<file path="src/rtl/countdown_timer_autoreload_pkg.sv">
// Shared timer definitions: state encoding and default count width.
// The up-counter bench imports the same package.
package cid_timer_pkg;

  localparam int DEFAULT_WIDTH = 8;

  typedef enum logic [1:0] {
    ST_IDLE  = 2'd0,
    ST_RUN   = 2'd1,
    ST_PAUSE = 2'd2
  } state_e;

endpackage : cid_timer_pkg

</file>
<file path="src/rtl/countdown_timer_autoreload_if.sv">
// Control/status bundle for the down-counting timer.
// Handshake: there is no valid/ready pair. load, stop and en are level
// strobes sampled on every rising clk edge. All outputs are registered.
interface countdown_timer_autoreload_if
  import cid_timer_pkg::*;
#(
  parameter int WIDTH = DEFAULT_WIDTH
);

  logic             load;
  logic [WIDTH-1:0] load_value;
  logic             en;
  logic             auto_reload;
  logic             stop;
  logic [WIDTH-1:0] value;
  logic             expire;
  logic             running;
  logic             paused;
  state_e           state_dbg;
  logic [WIDTH-1:0] reload_dbg;

  // master drives control and watches status; slave is the timer itself
  modport master (
    output load, load_value, en, auto_reload, stop,
    input  value, expire, running, paused, state_dbg, reload_dbg
  );

  modport slave (
    input  load, load_value, en, auto_reload, stop,
    output value, expire, running, paused, state_dbg, reload_dbg
  );

endinterface : countdown_timer_autoreload_if

</file>
<file path="src/rtl/countdown_timer_autoreload.sv">
// Down-counting timer with a one-cycle expire pulse and an optional reload.
// Priority on each edge: stop > load > count.
module countdown_timer_autoreload
  import cid_timer_pkg::*;
#(
  parameter int WIDTH = DEFAULT_WIDTH
) (
  input logic                          clk,
  input logic                          rst,
  countdown_timer_autoreload_if.slave  bus
);

  localparam logic [WIDTH-1:0] ZERO = '0;
  localparam logic [WIDTH-1:0] ONE  = WIDTH'(1);

  state_e           state_q, state_d;
  logic [WIDTH-1:0] value_q, value_d;
  logic [WIDTH-1:0] reload_q, reload_d;
  logic             expire_q, expire_d;

  always_ff @(posedge clk or posedge rst) begin
    if (rst) begin
      state_q  <= ST_IDLE;
      value_q  <= ZERO;
      reload_q <= ZERO;
      expire_q <= 1'b0;
    end else begin
      state_q  <= state_d;
      value_q  <= value_d;
      reload_q <= reload_d;
      expire_q <= expire_d;
    end
  end

  always_comb begin
    state_d  = state_q;
    value_d  = value_q;
    reload_d = reload_q;
    expire_d = 1'b0;

    if (bus.stop) begin
      state_d = ST_IDLE;
      value_d = ZERO;
    end else if (bus.load) begin
      // The load cycle itself never decrements; it only arms the count.
      reload_d = bus.load_value;
      value_d  = bus.load_value;
      if (bus.load_value == ZERO) begin
        state_d = ST_IDLE;
      end else if (bus.en) begin
        state_d = ST_RUN;
      end else begin
        state_d = ST_PAUSE;
      end
    end else begin
      case (state_q)
        ST_RUN, ST_PAUSE: begin
          if (!bus.en) begin
            state_d = ST_PAUSE;
          end else if (value_q != ONE) begin
            // value is never 0 while active, so this cannot wrap
            value_d = value_q - ONE;
            state_d = ST_RUN;
          end else begin
            expire_d = 1'b1;
            if (bus.auto_reload) begin
              value_d = reload_q;
              state_d = ST_RUN;
            end else begin
              value_d = ZERO;
              state_d = ST_IDLE;
            end
          end
        end
        default: begin
          state_d = ST_IDLE;
        end
      endcase
    end
  end

  assign bus.value      = value_q;
  assign bus.expire     = expire_q;
  assign bus.running    = (state_q != ST_IDLE);
  assign bus.paused     = (state_q == ST_PAUSE);
  assign bus.state_dbg  = state_q;
  assign bus.reload_dbg = reload_q;

endmodule : countdown_timer_autoreload

</file>
<file path="src/flat_wrapper.sv">
// flat-port wrapper written by rule: the top's interface ports become plain ports
module countdown_timer_autoreload_flat import cid_timer_pkg::*;
#(
  parameter int WIDTH = DEFAULT_WIDTH
)
  (clk, rst, bus_load, bus_load_value, bus_en, bus_auto_reload, bus_stop, bus_value, bus_expire, bus_running, bus_paused, bus_state_dbg, bus_reload_dbg);
  countdown_timer_autoreload_if #(.WIDTH(WIDTH)) bus_i ();
  input logic clk;
  input logic rst;
  input wire logic [$bits(bus_i.load)-1:0] bus_load;
  input wire logic [$bits(bus_i.load_value)-1:0] bus_load_value;
  input wire logic [$bits(bus_i.en)-1:0] bus_en;
  input wire logic [$bits(bus_i.auto_reload)-1:0] bus_auto_reload;
  input wire logic [$bits(bus_i.stop)-1:0] bus_stop;
  output wire logic [$bits(bus_i.value)-1:0] bus_value;
  output wire logic [$bits(bus_i.expire)-1:0] bus_expire;
  output wire logic [$bits(bus_i.running)-1:0] bus_running;
  output wire logic [$bits(bus_i.paused)-1:0] bus_paused;
  output wire logic [$bits(bus_i.state_dbg)-1:0] bus_state_dbg;
  output wire logic [$bits(bus_i.reload_dbg)-1:0] bus_reload_dbg;
  assign bus_i.load = bus_load;
  assign bus_i.load_value = bus_load_value;
  assign bus_i.en = bus_en;
  assign bus_i.auto_reload = bus_auto_reload;
  assign bus_i.stop = bus_stop;
  assign bus_value = bus_i.value;
  assign bus_expire = bus_i.expire;
  assign bus_running = bus_i.running;
  assign bus_paused = bus_i.paused;
  assign bus_state_dbg = bus_i.state_dbg;
  assign bus_reload_dbg = bus_i.reload_dbg;
  countdown_timer_autoreload #(.WIDTH(WIDTH)) u_core (.clk(clk), .rst(rst), .bus(bus_i));
endmodule
</file>
<file path="config.mk">
export PLATFORM = sky130hd
export DESIGN_NAME = countdown_timer_autoreload_flat
export DESIGN_NICKNAME = d
export VERILOG_FILES = /design/src/rtl/countdown_timer_autoreload_pkg.sv /design/src/rtl/countdown_timer_autoreload_if.sv /design/src/rtl/countdown_timer_autoreload.sv /design/src/flat_wrapper.sv
export SDC_FILE = /design/constraint.sdc
export NUM_CORES = 1
export LEC_CHECK = 0
export ABC_AREA = 1
export BUFFER_PORTS_ARGS = -buffer_cell sky130_fd_sc_hd__buf_2
export CORE_MARGIN = 3
export CORE_UTILIZATION = 46
export CTS_CLUSTER_SIZE = 40
export DETAILED_ROUTE_END_ITERATION = 6
export GPL_TIMING_DRIVEN = 0
export HOLD_SLACK_MARGIN = 0.15
export PLACE_DENSITY = 0.73
export SLEW_MARGIN = 20
export SYNTH_ARGS = -nofsm -noshare
export SYNTH_HDL_FRONTEND = slang
export SYNTH_SLANG_ARGS = --single-unit
</file>
<file path="constraint.sdc">
create_clock -name clk -period 1.48 [get_ports clk]
set_input_delay 0.222 -clock clk [delete_from_list [all_inputs] [get_ports clk]]
set_output_delay 0.222 -clock clk [all_outputs]
set_load 0.03 [all_outputs]
</file>
### Yosys cells after proc, flatten, opt, wreduce, memory -nomap -nowiden

Index checks and enable logic that the tools add are counted.

* mux-type cells: 19
* eq/ne operators: 3
* add/sub/neg operators: 1
* bitwise operators: 1
* reductions and logical operators: 7

Operators with widths (number)
* 8-bit 2-to-1 mux: 6
* 2-bit 2-to-1 mux: 7
* 8-bit logical NOT: 1
* 8-bit by 1-bit != test with 1-bit output, second input constant: 1
* 8-bit by 1-bit subtractor with 8-bit output, second input constant: 1
* 1-bit 2-to-1 mux: 6
* 3-bit nonzero test: 2
* 2-bit AND reduction: 2
* 2-bit by 1-bit == test with 1-bit output, second input constant: 1
* 2-bit == test, second input constant: 1
* 2-bit nonzero test: 1
* 2-bit OR reduction: 1
* 1-bit inverter: 1

* word-level logic and storage cells: 35
* bits of input ports: 14
* bits in registers: 19

### Longest topological paths before layout

Gate-level depths: netlist (run 1).

* word-level depth: 6
* depth in mapped cells: 8
* mapped depth without buffers: 8

### Worst setup path after synthesis (run 1)

No wires, ideal clock.

* path kind: reg2reg
* start point: register u_core.state_q[0], in the netlist u_core.bus.state_dbg[0]
* end point: register u_core.value_q[0], in the netlist u_core.bus.value[0]
* setup time: 0.120 ns
* period minus slack after synthesis: 1.645 ns
* slack: -0.165 ns
* path buffers: 1
* arrival: 1.525 ns
* cell stages (with the launch flop): 9
* cell sequence: dfrtp_1 -> inv_1 -> ha_1 -> inv_1 -> o21ai_2 -> buf_2 -> nand2_1 -> inv_1 -> a21oi_2

* longest elaborated chain between the ends: 4
* elaborated cells on any way between the ends: 5
* those cells by class: eq/ne: 2; reduce/logical: 3

Ends and longest elaborated chain
* from (decl): line countdown_timer_autoreload.sv:16 `state_e state_q, state_d;`
* from (signal assigned): line countdown_timer_autoreload.sv:28 `state_q <= state_d;`
* 2-bit == test or 2-bit by 1-bit == test with 1-bit output (tied branches): line countdown_timer_autoreload.sv:56 `case (state_q)`
* 2-bit OR reduction *: line countdown_timer_autoreload.sv:56
* 3-bit nonzero test (no source line) *
* 2-bit AND reduction (no source line) *
* to (signal assigned): line countdown_timer_autoreload.sv:29 `value_q <= value_d;`
* to (decl): line countdown_timer_autoreload.sv:17 `logic [WIDTH-1:0] value_q, value_d;`

Mark *: on every way between the ends. The rest lies on a longest branch, timed or not.
A chain may end at the register's enable or synchronous reset.

### Worst setup path in the final report (run 1)

* start point: register u_core.value_q[0], in the netlist u_core.bus.value[0]
* end point: register u_core.value_q[4], in the netlist u_core.bus.value[4]

* longest elaborated chain between the ends: 6
* elaborated cells on any way between the ends: 7
* those cells by class: add/sub: 1; eq/ne: 1; mux: 5

Ends and longest elaborated chain
* 8-bit by 1-bit subtractor with 8-bit output or 8-bit by 1-bit != test with 1-bit output (tied branches): line countdown_timer_autoreload.sv:62, countdown_timer_autoreload.sv:60
* 8-bit 2-to-1 mux *: line countdown_timer_autoreload.sv:60 `end else if (value_q != ONE) begin`
* 8-bit 2-to-1 mux *: line countdown_timer_autoreload.sv:58 `if (!bus.en) begin`
* 8-bit 2-to-1 mux *: line countdown_timer_autoreload.sv:56
* 8-bit 2-to-1 mux *: line countdown_timer_autoreload.sv:44 `end else if (bus.load) begin`
* 8-bit 2-to-1 mux *: line countdown_timer_autoreload.sv:41 `if (bus.stop) begin`

Mark *: on every way between the ends. The rest lies on a longest branch, timed or not. The select of a mux whose other input is x is not followed.

==> flow_metrics.tcl, run 1 <==
set metrics [dict create \
    fp.dieH_um 58.0 \
    grt_max_degree 20 \
    synthDistinctLibCells 24 \
    fillers 229 \
    portBuffers 34 \
    power.leakage_nw 0.865 \
    cp-end-kind "flip-flop" \
    vias 1205 \
    crit_start "u_core.bus.value[0]" \
    finalWorstSetupSlack_ns 0.106 \
    hold_viol_final 0 \
    grt_use_total 0.182 \
    synthArstFlopShare 1.00 \
    synth_ff_type "dfrtp_1" \
    ir_worst_vdd_mv 0.700 \
    htree_levels 1 \
    ys_seq_area_frac 0.382 \
    synth_fp_nets 191 \
    critPathLaunchType "flip-flop" \
    yosys_warnings 0 \
    drv_cap 0 \
    synth-seq-cells 19 \
    m1WireLength_mm 1.38 \
    cts_buffers 3 \
    fin_area_um2 1580 \
    grt_pass1_vias 1145 \
    die_x_um 58.0 \
    avgSynthCellArea_um2 7.19 \
    synth_common_cells "38 x nand2_1, 33 x inv_1, 19 x dfrtp_1, 19 x o21ai_0, 18 x nor2_1" \
    slew_violations 0 \
    worst-r2r-cell-count 8 \
    finalSetupViolCount 0 \
    synth.top_cells.by_area "dfrtp_1 38%, nand2_1 11%, inv_1 10%" \
    clk_pin_slew_ns 0.11 \
    dp_hpwl_mm 2.15 \
    antenna_cells 0 \
    start_util 0.493 \
    grt_antenna_before_repair 0 \
    power_density_nw_per_um2 979 \
    layout_min_cycle_time_ns 1.37 \
    ios 35 \
    crit_required_ns 1.71 \
    avgRoutedWirePerCell_um 11.3 \
    die_area_um2 3360 \
    drc 0 \
    clock_skew_ns 0.00331 \
    relSlewSlack 0.527 \
    dr.pass1.iters 4 \
    reg2reg_to "u_core.bus.value[4]" \
    grt_first_pass_wirelength_mm 4.88 \
    cts_root_buf "clkbuf_4" \
    path_class "flip-flop to flip-flop" \
    yosys.area.top_type "dfrtp_1" \
    crit_path_end "u_core.bus.value[4]" \
    syn_to_final_growth_pct 27.1 \
    drive_gt1_frac 0.338 \
    pre_cts_ws_ns 0.0403 \
    postPlaceCellArea_um2 1470 \
    grt_overflow 0 \
    timing.fmax_mhz 728 \
    hold_class "input port to flip-flop" \
    r2r_setup_slack_ns 0.11 \
    finalCritPeriodShare 0.928 \
    cts_tree "yes" \
    numClockSinks 19 \
    yosysMostFrequentCell "nand2_1" \
    tightest_slew_ns 0.709 \
    routabilityCongestion 0.782 \
    ant_nets 0 \
    wirelength_mm 2.79 \
    finalNetCount 235 \
    viasPerCell 4.90 \
    status "complete, no violations" \
    synth_top_area_frac 0.382 \
    clock_latency_ns 0.29 \
    rr_startpoint "u_core.bus.value[0]" \
    drt_iter0_markers 49 \
    topRoutingLayerUsed "met4" \
    utilization 0.626 \
    cp_max_fo 5 \
    coreArea_um2 2520 \
    cts_buffer_depth 2 \
    cp.arrival_ns 1.61 \
    synth_cells 173 \
    synth-edff-count 0 \
    syn_area_um2 1240 \
    wl_met2_mm 1.23 \
    rows 18 \
    dr_wl_met3_um 124 \
]
==> report_power, final <==
group	internal (W)	total (W)	switching [W]
clock network	0.000105	0.000262	0.000157
registers	0.000582	0.000659	0.0000767
logic	0.000211	0.000626	0.000415
total	0.000898	0.00155	0.000649
==> per-layer routing <==
layer / up-vias / track usage
met5: - / 0
met4: 0 / 0.0728
met3: 6 / 0.0245
li1: 633 / -
met1: 536 / 0.254
met2: 30 / 0.285
==> per-stage QoR <==
step / cells / power [W] / setup TNS, ns / hold WS [ns]
floorplan: 173 / 0.00109 / 0 / 0.173
global placement: 237 / 0.00123 / 0 / 0.373
detailed placement: 237 / 0.00125 / 0 / 0.378
CTS: 243 / 0.00152 / 0 / 0.175
global route: 246 / 0.00167 / -0.00150 / 0.184
finish: 246 / 0.00155 / 0 / 0.177
==> flip-flops by register name (all words and copies together) (netlist names) <==
| signal | count |
|---|---|
| u_core.bus.state_dbg | 2 |
| u_core.bus.reload_dbg | 8 |
| u_core.bus.expire | 1 |
| u_core.bus.value | 8 |
==> worst min-delay path by stage <==
stage | start | to | slack, ns | depth (start not counted)
finish | bus_load_value[0] | u_core.bus.reload_dbg[0] | 0.18 | 3
CTS | bus_en | u_core.bus.state_dbg[1] | 0.18 | 4
floorplan | rst | u_core.bus.expire | 0.17 | 1
detailed placement | rst | u_core.bus.reload_dbg[2] | 0.38 | 2
global route | bus_en | u_core.bus.state_dbg[1] | 0.18 | 4
global placement | rst | u_core.bus.reload_dbg[0] | 0.37 | 2
==> cell type report <==
type | count | area, um^2 | share of cell area
Timing Repair Buffer | 38 | 209 | 0.132
Tap cell | 30 | 37.5 | 0.0238
Multi-Input combinational cell | 118 | 673 | 0.426
Clock buffer | 4 | 26.3 | 0.0166
Sequential cell | 19 | 479 | 0.303
Buffer | 2 | 18.8 | 0.0119
Inverter | 35 | 136 | 0.0863
==> cells in the final DEF, fill, tap and decap left out <==
cell type,count
a21oi_1,5
nand4_1,1
o31ai_1,1
inv_1,27
nor3_1,1
dfrtp_2,3
nand2_4,2
nor2_1,16
clkbuf_1,1
nand2_1,37
dfrtp_1,16
ha_4,1
nand3_1,13
buf_4,2
buf_2,34
nor4_1,1
nor2_4,4
nor2_2,3
nor2_8,1
clkbuf_4,3
xnor2_1,1
o21ai_0,19
inv_2,6
o21ai_4,1
ha_2,1
inv_4,2
dlygate4sd3_1,2
buf_6,2
a21oi_2,7
nand2_2,1
ha_1,2
==> what timing repair did <==
item | in CTS | in global routing
setup buffers | 0 | 1
resized for setup | 0 | 17
endpoints found under the setup margin | 0 | 10
hold endpoints to repair | 20 | 0
hold buffers | 2 | 0
==> worst max-delay path: stages (launching register included) <==
cell and delay, ns:
dfrtp_1 0.45, inv_1 0.14, ha_1 0.26, nand2_1 0.08
nand2_1 0.06, nand2_1 0.05, nand2_1 0.07, nand3_1 0.09
a21oi_2 0.12
==> kinds of logic after synthesis <==
family / after synthesis / synth area share
flip-flops: 19 / 0.382
AO/OA/AOI/OAI: 33 / 0.159
XOR/XNOR: 1 / 0.00704
adder cells (fa/ha/maj): 4 / 0.0402
buffers and inverters: 37 / 0.118
AND/OR/NAND/NOR: 79 / 0.294
(Power assumes the default switching activity.)
==> run 2, diff against run 1 <==
==> constraint.sdc (replaced) <==
create_clock -name clk -period 1.48 [get_ports clk]
set_input_delay 0.222 -clock clk [delete_from_list [all_inputs] [get_ports clk]]
set_output_delay 0.222 -clock clk [all_outputs]
set_load 0.005 [all_outputs]
==> flow_metrics.tcl, run 2 (same netlist as run 1, synthesis figures left out) <==
set metrics [dict create \
    cp-end-kind "flip-flop" \
    power_density_nw_per_um2 892 \
    syn_to_final_growth_pct 26.2 \
    cts_buffers 3 \
    numClockSinks 19 \
    grt_antenna_before_repair 0 \
    cp.arrival_ns 1.57 \
    use_met1 0.239 \
    drt_iter0_markers 47 \
    die_x_um 58.0 \
    crit_required_ns 1.66 \
    clk_pin_slew_ns 0.11 \
    portBuffers 34 \
    finalWorstSetupSlack_ns 0.0920 \
    pre_cts_ws_ns -0.125 \
    cts_tree "yes" \
    relSlewSlack 0.526 \
    rsz0062_at_grt "yes" \
    status "complete, no violations" \
    utilization 0.622 \
    grt_first_pass_wirelength_mm 4.89 \
    fp.dieH_um 58.0 \
    numPlacedInstances 237 \
    finalSetupViolCount 0 \
    viasPerCell 4.84 \
    wirelength_mm 2.85 \
    avgRoutedWirePerCell_um 11.6 \
    postPlaceCellArea_um2 1450 \
    slew_violations 0 \
    finalCritPeriodShare 0.938 \
    hold_depth 2 \
    worst-r2r-cell-count 8 \
    die_area_um2 3360 \
    dp_hpwl_mm 2.24 \
    grt_overflow 0 \
    rows 18 \
    drc 0 \
    ant_nets 0 \
    drv_cap 0 \
    hold_class "input port to flip-flop" \
    finalNetCount 235 \
    power.leakage_nw 0.867 \
    start_util 0.493 \
    timing.fmax_mhz 720 \
    grt_use_total 0.182 \
    tightest_slew_ns 0.710 \
    grt_max_degree 20 \
    fin_hold_ws_ns 0.171 \
    antenna_cells 0 \
    grtUsageMet3 0.0156 \
    ir_worst_vdd_mv 0.621 \
    ios 35 \
    busiest_layer "met2" \
    layout_commonest_cell "nand2_1" \
    grt_pass1_vias 1181 \
    htree_levels 1 \
    fin_area_um2 1570 \
    cp_max_fo 6 \
    r2r_setup_slack_ns 0.09 \
    routabilityCongestion 0.791 \
    final_cells 246 \
    dr.pass1.iters 4 \
    drive_gt1_frac 0.324 \
    clock_latency_ns 0.28 \
    grtUsageMet2 0.316 \
    layout_min_cycle_time_ns 1.39 \
    cts_root_buf "clkbuf_4" \
    clock_skew_ns 0.00562 \
    hold_viol_final 0 \
    vias 1190 \
    path_class "flip-flop to flip-flop" \
    cts_buffer_depth 2 \
    coreArea_um2 2520 \
    mostFrequentLayoutCells "36 x nand2_1, 34 x buf_2, 28 x inv_1, 19 x dfrtp_1" \
    critPathLaunchType "flip-flop" \
]
## run 2: cell types whose count changed in the layout (fill, tap and decap cells not counted), sizes merged
cell and change:
dlygate4sd3 -1, buf +1
## run 2: metrics by stage
step / power, W / TNS (ns)
global route: 0.00152 / -0.0808
finish: 0.00140 / 0
detailed placement: 0.00111 / -0.610
floorplan: 0.000951 / 0
global placement: 0.00109 / -0.257
CTS: 0.00137 / 0
## run 2: where the power goes
| part | switching [W] | internal, W |
|---|---|---|
| Clock | 0.000148 | 0.000104 |
| Sequential | 0.0000737 | 0.000581 |
| Combinational | 0.000286 | 0.000207 |
## run 2: critical path: stages, from the launching register on
cell,delay (ns)
dfrtp_1,0.39
inv_2,0.06
ha_4,0.27
inv_4,0.04
o21ai_4,0.21
buf_6,0.15
nand2_1,0.06
inv_2,0.05
a21oi_2,0.04
## run 2: layout make-up
cell class / count / area (um^2)
buffer: 2 / 18.8
clock buffer: 4 / 26.3
fill: 241 / 953
inverter: 35 / 136
multi-input combinational: 118 / 668
sequential: 19 / 475
tap: 30 / 37.5
timing repair buffer: 38 / 206
## run 2: metal layers
| metal | vias up | share of wire |
|---|---|---|
| li1 | 625 | - |
| met4 | 0 | 0.0049 |
| met2 | 22 | 0.48 |
| met1 | 541 | 0.47 |
| met3 | 2 | 0.040 |
| met5 | - | 0 |
## run 2: worst paths after layout
kind / start / to
worst max-delay path: u_core.bus.state_dbg[1] / u_core.bus.value[0]
worst min-delay path: bus_load / u_core.bus.state_dbg[1]
worst max register to register: u_core.bus.state_dbg[1] / u_core.bus.value[0]
worst min register to register: u_core.bus.reload_dbg[6] / u_core.bus.reload_dbg[6]
max in group asynchronous: rst / u_core.bus.value[4]
min in group asynchronous: rst / u_core.bus.reload_dbg[7]
## run 2: what timing repair did
item / in CTS / in global routing
buffers inserted: 0 / 2
endpoints found under the setup margin: 9 / 10
hold endpoints to repair: 19 / 0
gates cloned: 0 / 2
hold buffers: 1 / 0
gates resized for setup: 3 / 15
pin swaps: 2 / 3
